--- src/rtl/operand_issue.sv ---
// operand_issue: decode/issue stage feeding the ALU operand-select interface.
// Reads the register file combinationally, applies writeback forwarding and
// registers one issued operation behind a valid/ready handshake. A HALT
// instruction parks the stage until a flush or reset.
module operand_issue #(
    parameter int unsigned REG_DATA_WIDTH = 16,
    parameter int unsigned DATA_2_WIDTH   = 4,
    parameter int unsigned REG_ADDR_WIDTH = 4,
    parameter int unsigned INSTR_WIDTH    = 16
) (
    input  logic                      clk,
    input  logic                      rst,
    input  logic                      in_valid,
    output logic                      in_ready,
    input  logic [INSTR_WIDTH-1:0]    instr,
    input  logic                      flush,
    output logic [REG_ADDR_WIDTH-1:0] rf_addr_1,
    output logic [REG_ADDR_WIDTH-1:0] rf_addr_2,
    input  logic [REG_DATA_WIDTH-1:0] rf_data_1,
    input  logic [REG_DATA_WIDTH-1:0] rf_data_2,
    input  logic                      wb_en,
    input  logic [REG_ADDR_WIDTH-1:0] wb_addr,
    input  logic [REG_DATA_WIDTH-1:0] wb_data,
    output logic                      out_valid,
    input  logic                      out_ready,
    output logic [REG_DATA_WIDTH-1:0] out_data_1,
    output logic [REG_DATA_WIDTH-1:0] out_reg_2,
    output logic [DATA_2_WIDTH-1:0]   out_imm,
    output logic                      out_alu_src,
    output logic [3:0]                out_alu_op,
    output logic [REG_ADDR_WIDTH-1:0] out_dest,
    output logic                      out_reg_write,
    output logic                      out_illegal,
    output logic                      halted
);

    localparam int unsigned OP_WIDTH = 4;
    localparam int unsigned OP_LSB   = 12;
    localparam int unsigned RD_LSB   = 8;
    localparam int unsigned RS_LSB   = 4;
    localparam int unsigned RT_LSB   = 0;

    typedef enum logic [0:0] {
        ST_RUN    = 1'b0,
        ST_HALTED = 1'b1
    } state_t;

    state_t                    state_q;
    state_t                    state_d;
    logic                      ready_int;
    logic                      accept;
    logic [OP_WIDTH-1:0]       opcode;
    logic                      dec_alu_src;
    logic                      dec_reg_write;
    logic                      dec_illegal;
    logic                      dec_halt;
    logic [REG_DATA_WIDTH-1:0] fwd_data_1;
    logic [REG_DATA_WIDTH-1:0] fwd_data_2;

    // Instruction field extraction and register file read addresses
    assign opcode    = instr[OP_LSB +: OP_WIDTH];
    assign rf_addr_1 = instr[RS_LSB +: REG_ADDR_WIDTH];
    assign rf_addr_2 = instr[RT_LSB +: REG_ADDR_WIDTH];
    assign in_ready  = ready_int;
    assign accept    = in_valid & ready_int;

    // Opcode decode into operand-select, writeback and exception flags
    always_comb begin
        dec_alu_src   = 1'b0;
        dec_reg_write = 1'b0;
        dec_illegal   = 1'b0;
        dec_halt      = 1'b0;
        case (opcode)
            4'h1, 4'h2, 4'h3, 4'h4: begin
                dec_reg_write = 1'b1;
            end
            4'h5, 4'h6, 4'h7, 4'h8: begin
                dec_alu_src   = 1'b1;
                dec_reg_write = 1'b1;
            end
            4'h9, 4'hA, 4'hB, 4'hC, 4'hD, 4'hE: begin
                dec_illegal   = 1'b1;
            end
            4'hF: begin
                dec_halt      = 1'b1;
            end
            default: begin
                dec_alu_src   = 1'b0;
            end
        endcase
    end

    // Writeback bypass: a same-cycle write wins over the stale regfile read
    always_comb begin
        fwd_data_1 = rf_data_1;
        fwd_data_2 = rf_data_2;
        if (wb_en && (wb_addr == rf_addr_1)) begin
            fwd_data_1 = wb_data;
        end
        if (wb_en && (wb_addr == rf_addr_2)) begin
            fwd_data_2 = wb_data;
        end
    end

    // State register
    always_ff @(posedge clk) begin
        if (rst) begin
            state_q <= ST_RUN;
        end else begin
            state_q <= state_d;
        end
    end

    // Next-state and input handshake; flush always returns to RUN
    always_comb begin
        state_d   = state_q;
        ready_int = 1'b0;
        case (state_q)
            ST_RUN: begin
                ready_int = ~flush & (~out_valid | out_ready);
                if (in_valid && ready_int && dec_halt) begin
                    state_d = ST_HALTED;
                end
            end
            ST_HALTED: begin
                ready_int = 1'b0;
            end
            default: begin
                state_d = ST_RUN;
            end
        endcase
        if (flush) begin
            state_d = ST_RUN;
        end
    end

    // Issue register: load on accept, clear on drain or flush, hold on stall
    always_ff @(posedge clk) begin
        if (rst) begin
            out_valid     <= 1'b0;
            out_data_1    <= '0;
            out_reg_2     <= '0;
            out_imm       <= '0;
            out_alu_src   <= 1'b0;
            out_alu_op    <= '0;
            out_dest      <= '0;
            out_reg_write <= 1'b0;
            out_illegal   <= 1'b0;
            halted        <= 1'b0;
        end else begin
            halted <= (state_d == ST_HALTED);
            if (flush) begin
                out_valid <= 1'b0;
            end else if (accept) begin
                if (dec_halt) begin
                    // HALT is consumed without producing an operation
                    out_valid <= 1'b0;
                end else begin
                    out_valid     <= 1'b1;
                    out_data_1    <= fwd_data_1;
                    out_reg_2     <= fwd_data_2;
                    out_imm       <= instr[RT_LSB +: DATA_2_WIDTH];
                    out_alu_src   <= dec_alu_src;
                    out_alu_op    <= opcode;
                    out_dest      <= instr[RD_LSB +: REG_ADDR_WIDTH];
                    out_reg_write <= dec_reg_write;
                    out_illegal   <= dec_illegal;
                end
            end else if (out_ready) begin
                out_valid <= 1'b0;
            end
        end
    end

endmodule
--- config.mk ---
export PLATFORM = sky130hd
export DESIGN_NAME = operand_issue
export DESIGN_NICKNAME = d
export VERILOG_FILES = /design/src/rtl/operand_issue.sv
export SDC_FILE = /design/constraint.sdc
export NUM_CORES = 1
export LEC_CHECK = 0
export CORE_ASPECT_RATIO = 0.9
export CORE_MARGIN = 10
export CORE_UTILIZATION = 32
export DETAILED_ROUTE_END_ITERATION = 10
export PLACE_DENSITY = 0.69
export SLEW_MARGIN = 20
export SYNTH_ARGS = -nofsm -noshare
export SYNTH_HDL_FRONTEND = slang
export SYNTH_SLANG_ARGS = --single-unit
--- constraint.sdc ---
create_clock -name clk -period 2.8 [get_ports clk]
set_clock_uncertainty 0.05 [all_clocks]
set_input_delay 0.28 -clock clk [delete_from_list [all_inputs] [get_ports clk]]
set_output_delay 0.28 -clock clk [all_outputs]
set_load 0.02 [all_outputs]
==> key figures <==
Logic synthesis
  – Post-Synthesis Cell Area: 2333 µm²
  – Synth warn: 0
  – Synth Instances: 287
  – Syn nets: 361
  – Synth area leader: dfxtp_1
  – Seq/Total Area, Yosys: 42.04%
  – Top post-synthesis cells by area: dfxtp_1, a311oi_1, a211oi_1
  – Mean post-synth cell area: 8.131 µm²
  – #FFs+latches synth: 49
  – Synth cell types: 31
  – Area share of the largest cell type after synthesis: 42.04%

Place
  – Gp weighted congestion: 0.7482
  – Cell Area, Placed: 3636 µm²
  – I/O Buffers: 131
  – Hpwl dp: 6.441 mm
  – Post-Place Setup Slack: 433.5 ps
  – Dpl cells: 481

Finish
  – Commonest non-fill, non-tap cell in the layout: clkdlybuf4s50_1
  – Most frequent cells in the layout: clkdlybuf4s50_1, dfxtp_1, nor2_1
  – Layout fillers: 710
  – Final non-filler cell total: 488
  – Layout cells sized above 1: 3.797%
  – Layout area overhead: 60.27%
  – Antenna diode count: 0
  – Design area: 3740 µm²
  – Final net count: 469

Routing
  – First-pass DRT Iterations: 4
  – Antenna Nets Post-Route: 0
  – Via count: 2491
  – WL/cell: 17.32 µm
  – Initial DRC Count: 69
  – Drt via density: 5.105
  – Remaining DRCs: 0
  – Post-Route WL: 8.454 mm

Outcome
  – Status: complete, no violations

STA
  – Worst setup margin: 744.8 ps
  – Period minus WS final: 2055 ps
  – FMAX: 486.6 MHz
  – Final Cycle Share: 73.40%
  – RSZ-0062 raised after global routing: no
  – Hold Vio Cnt, Final: 0
  – Rel. slew slack: 40.02%
  – Slew Viols, Final: 0
  – Setup TNS: 0 ps
  – Worst Tran Pin Value: 899.6 ps
  – Final Setup Violations: 0

Run
  – Max-cap violations: 0

Critical path
  – Crit path capture type: flip-flop
  – FF-to-FF path depth: 5
  – FF-to-FF End: out_reg_2[3]$_SDFFE_PP0P_
  – CP required: 2950 ps
  – CP Class: in2reg
  – FF-to-FF Start: halted$_SDFF_PP0_
  – Crit path max fanout: 53
  – Flop2flop setup slack: 990 ps
  – Critical path startpoint category: input pin
  – CP arrival: 2200 ps

GRT
  – Vias in the first global route: 2494
  – Initial antenna violation count: 0
  – Total congestion overflow: 0
  – Total Routing Usage GR: 14.58%
  – Largest net degree at the start of global routing: 54
  – First-pass GRT wire length: 13.08 mm

Clock tree
  – H-tree level count: 2
  – Post_cts resized: 0
  – Hold buffer count at cts: 0
  – Setup Fix Bufs, Post-CTS: 0
  – Clk slew on worst S/H paths: 90 ps
  – Max clock buf depth: 2
  – CTS tree: yes
  – Total CTS buffers: 5
  – CTS sink cnt: 49
  – Worst skew pair latency: 290 ps
  – Root cell of the clock tree: clkbuf_8

Floorplanning
  – Die Wd: 110.0 µm
  – Num rows: 29
  – Die span in y: 101.0 µm
  – Core ar.: 7076 µm²
  – Starting Density: 32.98%
  – DIE AREA: 11110 µm²
  – I/O pin total: 132

Min path
  – Hold depth: 2
  – Min-Delay Endpoint: out_reg_write$_SDFFE_PP0P_
  – Min-delay worst type: reg2reg
  – Hold Startpoint: out_reg_write$_SDFFE_PP0P_

Pwr
  – Worst VDD drop: 0.0002829 V
  – Pwr Density: 458.0 nW/µm²
  – Leakage: 1.296 nW
[worst max path at each step]
| stage | startpoint | end | slack (ps) | depth (start not counted) |
|---|---|---|---|---|
| final | instr[15] | out_reg_2[3]$_SDFFE_PP0P_ | 740 | 6 |
| after floorplan | wb_addr[0] | out_data_1[10]$_SDFFE_PP0P_ | 1170 | 6 |
| after CTS | out_ready | in_ready | 730 | 4 |
| after global placement | instr[15] | out_reg_2[14]$_SDFFE_PP0P_ | 480 | 6 |
| after detailed placement | instr[15] | out_reg_2[4]$_SDFFE_PP0P_ | 430 | 6 |
| after global routing | instr[15] | out_reg_2[3]$_SDFFE_PP0P_ | 540 | 6 |
[power breakdown]
group          switching, mW  internal (mW)  total [mW]
combinational          0.226          0.233       0.459
sequential            0.0224          0.741       0.763
clock                  0.231          0.260       0.491
total                  0.479           1.23        1.71
[through the flow]
step	total power, mW	hold WS [ps]	util [%]
final	1.713	406.3	52.86
after global routing	1.796	423.6	52.86
after CTS	1.735	408.3	52.86
after detailed placement	1.242	395.3	51.39
after global placement	1.237	388.7	51.39
after floorplan	0.9918	308.5	-
[synth_stat cells]
cell type / count
a2111o_1: 1
a211oi_1: 18
xnor2_1: 5
o21bai_1: 16
buf_1: 3
xor2_1: 1
nand3_1: 18
nor3b_1: 2
a21oi_1: 15
and2b_1: 1
or2_1: 1
buf_4: 8
nor4_1: 17
a311oi_1: 16
and2_1: 1
and4b_1: 1
nand4b_1: 2
o21ai_0: 16
clkbuf_1: 16
nor2_1: 34
o2111ai_1: 1
buf_2: 6
buf_6: 2
inv_2: 1
nor3_1: 2
and3_1: 1
a41oi_1: 1
nand2b_1: 3
dfxtp_1: 49
nor2b_1: 1
nand2_1: 28
[cell type report]
class                           instances  area [µm²]  area share [%]
Sequential cell                        49       980.9           26.23
Tap cell                               93       116.4           3.111
Clock buffer                            5       68.82           1.840
Timing Repair Buffer                  136        1369           36.60
Multi-Input combinational cell        202        1166           31.18
Clock inverter                          2       35.03          0.9368
Inverter                                1       3.754          0.1004
[routing by layer]
layer,wire [µm],vias to the layer above,track usage [%]
met1,3364,1149,17.08
li1,-,1254,-
met2,4122,84,24.69
met3,913,4,5.563
met4,54,0,2.800
met5,0,-,0
[cell families after synthesis]
kind of cell | synth area share, %
AOI/OAI and AO/OA | 24.83
and+or+nand+nor | 22.84
DFF | 42.04
xor gates and xnor gates | 2.252
buffers and inverters | 8.043
[registers in the layout, indices dropped and copies added (netlist names)]
signal	cells
out_reg_2	16
out_illegal	1
out_alu_src	1
out_reg_write	1
out_alu_op	4
halted	1
out_dest	4
out_data_1	16
out_valid	1
out_imm	4
[worst max-delay path, cell delays in order]
cell,delay (ps)
clkdlybuf4s50_1,510
a41oi_1,340
and4b_2,460
buf_12,280
nor2_1,70
a311oi_1,240
No activity file was read; power rests on OpenSTA's default activity.
